### src/rtl/gf2_poly_divider.sv
`default_nettype none
// ============================================================================
// Module      : gf2_poly_divider
// Description : Iterative GF(2) long divider, one dividend bit per clock.
//               A = Q*B ^ R, deg R < deg B. Define EARLY_TERM_EN to stop the
//               division once the step at the divisor degree is done.
// Revision    : 1.0 - initial release
// ============================================================================
module gf2_poly_divider #(
    parameter int N = 8
) (
    input  logic           clk,
    input  logic           rst,
    input  logic           in_valid,
    output logic           in_ready,
    input  logic [2*N-1:0] a,
    input  logic [N-1:0]   b,
    output logic           out_valid,
    input  logic           out_ready,
    output logic [2*N-1:0] q,
    output logic [N-1:0]   r,
    output logic           dz
);

    localparam int CW = $clog2(2 * N);
    localparam int DW = (N > 1) ? $clog2(N) : 1;

    typedef enum logic [1:0] {
        S_IDLE = 2'd0,
        S_DIV  = 2'd1,
        S_DONE = 2'd2
    } state_t;

    state_t         state_q;
    logic           in_ready_q;
    logic           out_valid_q;
    logic [2*N-1:0] q_q;
    logic [N-1:0]   r_q;
    logic           dz_q;
    logic [2*N-1:0] w_q;
    logic [2*N-1:0] qw_q;
    logic [N-1:0]   bq_q;
    logic [DW-1:0]  d_q;
    logic [CW-1:0]  cnt_q;

    logic [DW-1:0]  msb_d;
    logic [CW-1:0]  d_ext_d;
    logic [CW-1:0]  shamt_d;
    logic           take_d;
    logic           last_d;
    logic [2*N-1:0] w_d;
    logic [2*N-1:0] qw_d;

    // Divisor degree: the last set bit seen while scanning upward wins.
    always_comb begin
        msb_d = '0;
        for (int k = 0; k < N; k++) begin
            if (b[k]) begin
                msb_d = k[DW-1:0];
            end
        end
    end

    assign d_ext_d = CW'(d_q);
    assign shamt_d = cnt_q - d_ext_d;
    assign take_d  = (cnt_q >= d_ext_d) && w_q[cnt_q];
    assign w_d     = take_d ? (w_q ^ ({{N{1'b0}}, bq_q} << shamt_d)) : w_q;
    assign qw_d    = take_d ? (qw_q | ({{(2*N-1){1'b0}}, 1'b1} << shamt_d)) : qw_q;

`ifdef EARLY_TERM_EN
    // Steps below the divisor degree can never cancel a bit, so stop here.
    assign last_d  = (cnt_q == d_ext_d);
`else
    assign last_d  = (cnt_q == '0);
`endif

    always_ff @(posedge clk) begin
        if (rst) begin
            state_q     <= S_IDLE;
            in_ready_q  <= 1'b1;
            out_valid_q <= 1'b0;
            q_q         <= '0;
            r_q         <= '0;
            dz_q        <= 1'b0;
            w_q         <= '0;
            qw_q        <= '0;
            bq_q        <= '0;
            d_q         <= '0;
            cnt_q       <= '0;
        end else begin
            case (state_q)
                S_IDLE: begin
                    if (in_valid) begin
                        w_q        <= a;
                        bq_q       <= b;
                        d_q        <= msb_d;
                        qw_q       <= '0;
                        cnt_q      <= CW'(2 * N - 1);
                        in_ready_q <= 1'b0;
                        state_q    <= S_DIV;
                    end
                end
                S_DIV: begin
                    if (bq_q == '0) begin
                        q_q         <= '0;
                        r_q         <= '0;
                        dz_q        <= 1'b1;
                        out_valid_q <= 1'b1;
                        state_q     <= S_DONE;
                    end else begin
                        w_q  <= w_d;
                        qw_q <= qw_d;
                        if (last_d) begin
                            q_q         <= qw_d;
                            r_q         <= w_d[N-1:0];
                            dz_q        <= 1'b0;
                            out_valid_q <= 1'b1;
                            state_q     <= S_DONE;
                        end else begin
                            cnt_q <= cnt_q - 1'b1;
                        end
                    end
                end
                S_DONE: begin
                    if (out_ready) begin
                        out_valid_q <= 1'b0;
                        in_ready_q  <= 1'b1;
                        state_q     <= S_IDLE;
                    end
                end
                default: begin
                    out_valid_q <= 1'b0;
                    in_ready_q  <= 1'b1;
                    state_q     <= S_IDLE;
                end
            endcase
        end
    end

    assign in_ready  = in_ready_q;
    assign out_valid = out_valid_q;
    assign q         = q_q;
    assign r         = r_q;
    assign dz        = dz_q;

endmodule
`default_nettype wire
### config.mk
export PLATFORM = sky130hd
export DESIGN_NAME = gf2_poly_divider
export DESIGN_NICKNAME = d
export VERILOG_FILES = /design/src/rtl/gf2_poly_divider.sv
export SDC_FILE = /design/constraint.sdc
export NUM_CORES = 1
export LEC_CHECK = 0
export BUFFER_PORTS_ARGS = -buffer_cell sky130_fd_sc_hd__buf_2
export CAP_MARGIN = 40
export CORE_MARGIN = 5
export CORE_UTILIZATION = 55
export CTS_CLUSTER_SIZE = 28
export DETAILED_ROUTE_END_ITERATION = 12
export GPL_ROUTABILITY_DRIVEN = 0
export PLACE_DENSITY = 0.77
export SLEW_MARGIN = 20
export SYNTH_ARGS = -nofsm -noshare
export SYNTH_HDL_FRONTEND = slang
export SYNTH_SLANG_ARGS = --single-unit
### constraint.sdc
create_clock -name clk -period 3.2 [get_ports clk]
set_input_delay 0.64 -clock clk [delete_from_list [all_inputs] [get_ports clk]]
set_output_delay 0.64 -clock clk [all_outputs]
set_load 0.02 [all_outputs]
==> results of run 1 <==
logic make-up after synthesis:
group | after synthesis | share of synthesized area (%)
simple gates | 192 | 22.7
flops | 76 | 36.9
compound gates | 149 | 23.7
xor+xnor | 12 | 2.55
buf+inv | 44 | 4.68
fa+ha+maj | 5 | 1.70
mux | 23 | 7.74
power by group through the flow:
stage / clock, mW / sequential (mW) / combinational [mW]
2_1_floorplan: 0 / 1.10 / 0.826
3_3_place_gp: 0 / 1.11 / 1.11
3_5_place_dp: 0 / 1.11 / 1.14
4_1_cts: 0.768 / 1.09 / 1.15
5_1_grt: 0.817 / 1.11 / 1.26
6_report: 0.764 / 1.10 / 1.16
layout by cell type (no fill, tap or decap), types with 9 or more instances in the layout:
cell	synthesis	layout
dfxtp_1	76	76
nand2_1	60	60
buf_2	4	54
nor2_1	43	43
a21oi_1	40	40
o21ai_0	28	28
buf_4	2	22
a31oi_1	16	16
nor3_1	16	16
mux2i_1	15	15
nand3_1	13	13
a22oi_1	11	11
xnor2_1	10	10
a32oi_1	10	10
a211oi_1	9	9
clkbuf_8	0	9
worst paths after layout:
| path | start | end | slack, ns | depth (start not counted) |
|---|---|---|---|---|
| max | cnt_q[0] | q[15] | 0.33 | 10 |
| min | r[3] | r[3] | 0.44 | 2 |
| max reg2reg | cnt_q[0] | q[15] | 0.33 | 10 |
| min reg2reg | r[3] | r[3] | 0.44 | 2 |
worst min-delay path, cell delays in order, from the launching register on:
cell and delay (ns):
dfxtp_1 0.31, nand2_1 0.05, o21ai_1 0.05
stage by stage:
stage | cell area [µm²] | utilization [%] | power [mW] | hold slack [ns] | cells
3_3_place_gp | 4520 | 62.0 | 2.22 | 0.430 | 639
6_report | 4720 | 64.8 | 3.02 | 0.444 | 655
3_5_place_dp | 4520 | 62.0 | 2.26 | 0.436 | 639
5_1_grt | 4720 | 64.8 | 3.18 | 0.467 | 655
2_1_floorplan | 4120 | - | 1.92 | 0.432 | 501
4_1_cts | 4720 | 64.8 | 3.01 | 0.448 | 655
registers in the layout, indices dropped and copies added (netlist names):
register,flops
bq_q,8
cnt_q,4
d_q,3
dz,1
in_ready,1
out_valid,1
q,16
qw_q,16
r,8
state_q,2
w_q,16
final cells by class:
cell class                      instances  share of cell area (%)
Clock buffer                            9                    2.62
Clock inverter                          7                    1.72
Inverter                                7                   0.556
Multi-Input combinational cell        381                    51.1
Sequential cell                        76                    32.2
Tap cell                               99                    2.62
Timing Repair Buffer                   76                    9.22
per-layer routing:
metal	part of all wire [%]	vias to the layer above	global-route usage, %
li1	-	1951	-
met1	43	1967	31.5
met2	48	153	41.6
met3	6.7	25	7.98
met4	2.0	0	8.64
met5	0	-	0
cells in the mapped netlist (3+ instances only):
master and n:
clkbuf_1 28, o21ai_1 5, nor2b_1 7, inv_1 7
nand3b_1 4, nand4_1 7, nand2b_1 6, dfxtp_1 76
buf_2 4, xnor2_1 10, nor3_1 16, ha_1 4
a21oi_1 40, o21ai_0 28, a211oi_1 9, or3_1 6
a22oi_1 11, or4_1 4, and2_1 7, a31oi_1 16
o22ai_1 3, nor4_1 3, mux2i_1 15, and3_1 7
nand2_1 60, mux4_2 7, nand3_1 13, nor2_1 43
a221oi_1 5, a32oi_1 10
==> impl_metrics.tcl, run 1 <==
set metrics [dict create \
    status "completed" \
    multi_input_area_um2 2410 \
    pin_count 55 \
    cts.htree.levels 3 \
    cts_sinks 76 \
    max_freq_ghz 0.349 \
    slew_violations 0 \
    worst-path-buf-inv 2 \
    finalSetupTns_ns 0 \
    peakVddDrop_mv 0.439 \
    totalWireLength_um 11400 \
    power_leakage_nw 1.77 \
    cts_tree "done" \
    io_buffers 54 \
    combPwrFrac_pct 38.4 \
    synth.largest_area_cell "dfxtp_1" \
    ys_ff_latch 76 \
    fill_cells 670 \
    antenna_found_initial 0 \
    syn-cell-area_um2 4120 \
    max_stage_delay_ns 0.54 \
    synthTopCellsByArea "dfxtp_1, nand2_1, a21oi_1" \
    clk_pin_slew_ns 0.09 \
    fin_crit_sh_pct 89.5 \
    post-dp-hpwl_um 8140 \
    end_kind "flop" \
    synth_top_area_share_pct 36.9 \
    worstPathMaxFanout 19 \
    final_nets 584 \
    synthArstFlopShare_pct 0 \
    crit_slowest_cell "a41oi_4" \
    dieArea_um2 9320 \
    cts.path.max_buffers 2 \
    grt_pass1_vias 3785 \
    diodes 0 \
    seq_area_frac_synth_pct 36.9 \
    dp_slack_ns 0.381 \
    cp-start-kind "flop" \
    cts_buffers 9 \
    drv_cap 0 \
    vias_per_cell 6.25 \
    worstMarginPinSlew_ns 0.867 \
    drive_above_1_share_pct 19.2 \
    vias 4096 \
    die_h_um 96.6 \
    p_clk_share_pct 25.3 \
    drt-pass1-iter-count 5 \
    arrival_ns 3.12 \
    grtUsageTotal_pct 25.3 \
    synth_edf_count 0 \
    initial_core_util_pct 56.5 \
    rows 31 \
    grt_pass1_wl_um 18200 \
    synth-main-ff-cell "dfxtp_1" \
    rsz0062_at_grt "no" \
    internal-power_mw 1.82 \
    p_sw_share_pct 39.8 \
    min_period_ns 2.87 \
    root_buffer "clkbuf_8" \
    core_area_um2 7290 \
    skew_ns 0.0118 \
    finalSetupViolations 0 \
    hold_viol 0 \
    syn-num-nets 534 \
    syn_area_per_cell_um2 8.23 \
    timing.final.ws_setup_ns 0.335 \
    synth_warnings 0 \
    worstHoldPathType "flop to flop" \
    drt_iter0_markers 349 \
    cts_setup_buffers 0 \
    sequentialPowerShare_pct 36.3 \
    p_per_area_nw_per_um2 639 \
    antenna_left 0 \
    global_route.overflow_total 0 \
    p_sw_mw 1.20 \
    ff_latch_area_um2 1520 \
    slew_headroom_pct 41.9 \
    critPathRequiredTime_ns 3.46 \
    syn_inst 501 \
    crit_family "compound AO/OA/AOI/OAI gates" \
    synth_cell_types 60 \
    cts_resized 0 \
    path_cells "inv_1 > ha_1 > inv_1 > fa_1 > a211oi_1 > nand2_1 > a41oi_4 > a211oi_1 > a221oi_1 > nor2_1" \
    grt_max_degree 45 \
    routedWlPerCell_um 17.4 \
    die_w_um 96.6 \
    syn_to_final_growth_pct 14.6 \
    clock_latency_ns 0.37 \
    drc 0 \
    postCtsHoldBufs 0 \
    critPathKind "flop to flop" \
]
Note: power is estimated with default switching activity, not from simulation.
==> inputs of run 2 (changes only) <==
==> constraint.sdc (replaced) <==
create_clock -name clk -period 2.64 [get_ports clk]
set_input_delay 0.528 -clock clk [delete_from_list [all_inputs] [get_ports clk]]
set_output_delay 0.528 -clock clk [all_outputs]
set_load 0.02 [all_outputs]
==> run 2 against run 1 <==
Net effect: via count rose by 4.2%; first-iteration DRC count rose by 30%; die area did not move; largest power group unchanged; non-clock buffer count rose by 18; power rose by 31%; worst setup slack got worse by 0.29 ns; critical endpoint is now w_q[9]; design area rose by 6.8%; sequential power rose by 21%; global-route usage rose by 0.64 points; utilization rose by 4.4 points.
==> impl_metrics.tcl, run 2 (synthesis gave the netlist of run 1 again) <==
set metrics [dict create \
    grt_pass1_vias 3959 \
    global_route.overflow_total 0 \
    instances_no_fill 673 \
    vias_per_cell 6.34 \
    power_leakage_nw 1.90 \
    routedWlPerCell_um 18.4 \
    fin_crit_sh_pct 98.3 \
    max_stage_delay_ns 0.44 \
    finalPower_mw 3.95 \
    rsz0062_at_grt "yes" \
    skew_ns 0.0118 \
    cts.path.max_buffers 2 \
    path_cells "inv_1 > ha_2 > inv_1 > fa_2 > buf_4 > xor2_1 > or3_1 > o211ai_1 > mux2i_1 > o311a_1" \
    p_per_area_nw_per_um2 782 \
    worstHoldPathType "input port to flop" \
    peakVddDrop_mv 0.457 \
    cts_tree "done" \
    root_buffer "clkbuf_8" \
    crit_slowest_cell "or3_1" \
    cts_buffers 9 \
    syn_to_final_growth_pct 22.4 \
    final_nets 602 \
    hold_viol 0 \
    cts.htree.levels 3 \
    critPathRequiredTime_ns 2.95 \
    grt_max_degree 45 \
    worstPathMaxFanout 3 \
    drv_cap 0 \
    antenna_found_initial 0 \
    die_h_um 96.6 \
    final_common_cell "dfxtp_1" \
    clk_pin_slew_ns 0.09 \
    finalSetupViolations 0 \
    grt_pass1_wl_um 18800 \
    io_buffers 54 \
    initial_core_util_pct 56.5 \
    clock_latency_ns 0.36 \
    finalSetupTns_ns 0 \
    post-dp-hpwl_um 8420 \
    slew_violations 0 \
    arrival_ns 2.90 \
    postCtsHoldBufs 0 \
    drive_above_1_share_pct 26.3 \
    totalWireLength_um 12400 \
    slew_headroom_pct 59.8 \
    final_util_pct 69.2 \
    critPathKind "flop to flop" \
    worstMarginPinSlew_ns 0.603 \
    drt_iter0_markers 452 \
    cts_sinks 76 \
    min_period_ns 2.60 \
    final_cell_mix "dfxtp_1, nand2_1, buf_2" \
    rows 31 \
    drc 0 \
    pin_count 55 \
    core_area_um2 7290 \
    dp_slack_ns -0.0640 \
    grtUsageTotal_pct 26.0 \
    vias 4268 \
    status "completed" \
    cp-start-kind "flop" \
    dieArea_um2 9320 \
    diodes 0 \
    timing.final.ws_setup_ns 0.0438 \
    dp.cells 654 \
    drt-pass1-iter-count 6 \
    cp_common_cell "inv_1" \
    end_kind "flop" \
    die_w_um 96.6 \
    max_freq_ghz 0.385 \
    antenna_left 0 \
]
[run 2: cell types whose count changed in the layout (fill, tap and decap cells not counted), sizes merged]
cell,before,now
inv,10,12
bufinv,1,0
clkinv,0,1
clkbuf,9,10
buf,76,93
clkinvlp,3,1
[run 2: area by class of cell]
type / instances / area (µm²)
clock buffer: 9 / 124
clock inverter: 7 / 56.3
fill: 602 / 2250
inverter: 7 / 26.3
multi-input combinational: 381 / 2570
sequential: 76 / 1520
tap: 99 / 124
timing repair buffer: 94 / 624
[run 2: repair_timing]
action                                  CTS  global route
endpoints found under the setup margin   13            34
buffers inserted                          0             2
gates resized for setup                   8            26
cloned                                    0             1
pin swaps                                 1             6
[run 2: final timing paths]
| path | depth (start not counted) | slack (ns) | end | from |
|---|---|---|---|---|
| max reg2reg | 10 | 0.04 | w_q[9] | cnt_q[0] |
| min reg2reg | 2 | 0.45 | q[6] | q[6] |
| min | 3 | 0.40 | bq_q[0] | b[0] |
| max | 10 | 0.04 | w_q[9] | cnt_q[0] |
[run 2: through the flow]
stage | hold WS (ns) | cell area, µm²
after floorplan | 0.432 | 4130
after global placement | 0.431 | 4660
after detailed placement | 0.437 | 4660
after CTS | 0.404 | 4900
after global routing | 0.410 | 5040
final | 0.402 | 5040
[run 2: power breakdown]
part | switching [mW] | internal (mW) | leakage, nW
sequential | 0.0998 | 1.23 | 0.619
clock | 0.495 | 0.356 | 0.0914
combinational | 1.04 | 0.723 | 1.19
total | 1.64 | 2.31 | 1.90
[run 2: routing by layer]
layer | wire length [µm] | global-route usage [%] | vias to the layer above
met5 | 0 | 0 | -
met4 | 453 | 12.6 | 0
met3 | 1050 | 5.50 | 61
met2 | 5890 | 42.0 | 236
met1 | 4970 | 32.9 | 1991
li1 | - | - | 1980
[run 2: critical path: cells and delay by family (launching register included)]
kind,cells,cell delay [ns]
AOI/OAI and AO/OA,2,0.49
xor gates and xnor gates,1,0.16
adders and majority gates,2,0.55
buffers and inverters,3,0.33
DFF,1,0.32
muxes,1,0.26
and+or+nand+nor,1,0.44
==> inputs of run 3 (changes only) <==
--- a/config.mk
+++ b/config.mk
@@ -7,12 +7,14 @@
 export LEC_CHECK = 0
 export BUFFER_PORTS_ARGS = -buffer_cell sky130_fd_sc_hd__buf_2
 export CAP_MARGIN = 40
+export CELL_PAD_IN_SITES_DETAIL_PLACEMENT = 0
+export CELL_PAD_IN_SITES_GLOBAL_PLACEMENT = 1
 export CORE_MARGIN = 5
-export CORE_UTILIZATION = 55
+export CORE_UTILIZATION = 43
 export CTS_CLUSTER_SIZE = 28
 export DETAILED_ROUTE_END_ITERATION = 12
 export GPL_ROUTABILITY_DRIVEN = 0
-export PLACE_DENSITY = 0.77
+export PLACE_DENSITY_LB_ADDON = 0.1
 export SLEW_MARGIN = 20
 export SYNTH_ARGS = -nofsm -noshare
 export SYNTH_HDL_FRONTEND = slang
==> run 3 against run 2 <==
Net effect: design area increased by 3.6%; power increased by 2.0%; register-to-register slack improved by 0.02 ns; count of clock-buffer cells in the layout increased by 1; first-iteration DRC count decreased by 45%; utilization decreased by 13 points; global-route usage decreased by 4.5 points; critical path type unchanged; largest cell class unchanged.
==> impl_metrics.tcl, run 3 (synthesis gave the netlist of run 1 again) <==
set metrics [dict create \
    status "completed" \
    clock_latency_ns 0.36 \
    critPathKind "flop to flop" \
    diodes 0 \
    drt-pass1-iter-count 5 \
    final_common_cell "dfxtp_1" \
    drive_above_1_share_pct 28.8 \
    cts_sinks 76 \
    vias_per_cell 5.75 \
    peakVddDrop_mv 0.452 \
    cts_tree "done" \
    drc 0 \
    cts.htree.levels 3 \
    routedWlPerCell_um 17.5 \
    grt_pass1_vias 3757 \
    grt_max_degree 45 \
    critPathRequiredTime_ns 2.88 \
    final_nets 615 \
    io_buffers 54 \
    dieArea_um2 11600 \
    hold_viol 0 \
    postCtsHoldBufs 0 \
    antenna_found_initial 0 \
    max_freq_ghz 0.388 \
    drt_iter0_markers 249 \
    initial_core_util_pct 44.4 \
    slew_violations 0 \
    final_cell_mix "dfxtp_1, nand2_1, buf_2" \
    vias 4110 \
    min_period_ns 2.58 \
    power_leakage_nw 1.96 \
    finalSetupViolations 0 \
    end_kind "flop" \
    worstPathMaxFanout 6 \
    cp-start-kind "flop" \
    rows 35 \
    post-dp-hpwl_um 8940 \
    die_w_um 108 \
    global_route.overflow_total 0 \
    pin_count 55 \
    grt_pass1_wl_um 19700 \
    antenna_left 0 \
    core_area_um2 9280 \
    root_buffer "clkbuf_8" \
    cts_buffers 9 \
    timing.final.ws_setup_ns 0.0620 \
    slew_headroom_pct 57.9 \
    rsz0062_at_grt "yes" \
    worstHoldPathType "input port to flop" \
    dp_slack_ns -0.134 \
    die_h_um 108 \
    worst_hold_slack_ns 0.395 \
    cts.path.max_buffers 2 \
    totalWireLength_um 12500 \
    p_per_area_nw_per_um2 770 \
    syn_to_final_growth_pct 26.8 \
    grtUsageTotal_pct 21.4 \
    arrival_ns 2.82 \
    worstMarginPinSlew_ns 0.632 \
    clk_pin_slew_ns 0.09 \
    drv_cap 0 \
    fin_crit_sh_pct 97.7 \
    skew_ns 0.0102 \
]
run 3: final timing paths:
check | start | endpoint | slack [ns] | depth (start not counted)
worst max-delay path | cnt_q[0] | w_q[8] | 0.06 | 11
worst min-delay path | b[0] | bq_q[0] | 0.40 | 3
worst max register to register | cnt_q[0] | w_q[8] | 0.06 | 11
worst min register to register | r[0] | r[0] | 0.45 | 2
run 3: through the flow:
stage	instance area, µm²	util (%)	power (mW)	instances	setup TNS (ns)
finish	5230	56.3	4.03	715	0
global route	5230	56.3	4.26	715	-0.442
CTS	4930	53.1	3.71	705	-0.391
detailed placement	4730	50.9	2.88	689	-0.854
global placement	4730	50.9	2.87	689	-0.456
floorplan	4130	-	2.34	501	0
run 3: repair_timing:
| item | CTS | global route |
|---|---|---|
| gates cloned | 1 | 1 |
| pin swaps | 1 | 8 |
| gates resized for setup | 4 | 42 |
| endpoints found under the setup margin | 21 | 43 |
| setup buffers | 0 | 8 |
run 3: critical path: stages, from the launching register on:
cell	delay, ns
dfxtp_2	0.33
inv_2	0.07
ha_2	0.19
inv_2	0.04
fa_2	0.36
a211oi_2	0.26
nand2_2	0.14
a41oi_4	0.35
buf_4	0.20
a31oi_1	0.14
a221oi_1	0.31
nor4_1	0.07
run 3: metal layers:
| metal | track usage (%) | up-vias | wire length [µm] |
|---|---|---|---|
| li1 | - | 2018 | - |
| met1 | 29.7 | 1954 | 5850 |
| met2 | 34.1 | 118 | 5780 |
| met3 | 4.62 | 20 | 647 |
| met4 | 5.05 | 0 | 223 |
| met5 | 0 | - | 0 |
run 3: area by class of cell:
class	count	area, µm²
fill	877	4060
tap	129	161
sequential	76	1520
clock buffer	10	128
inverter	7	26.3
timing repair buffer	106	716
multi-input combinational	382	2640
clock inverter	5	38.8
run 3: where the power goes:
part / switching [mW] / total, mW / internal [mW]
Clock: 0.461 / 0.802 / 0.341
Sequential: 0.0925 / 1.32 / 1.23
Combinational: 1.07 / 1.90 / 0.826
Total: 1.63 / 4.03 / 2.40
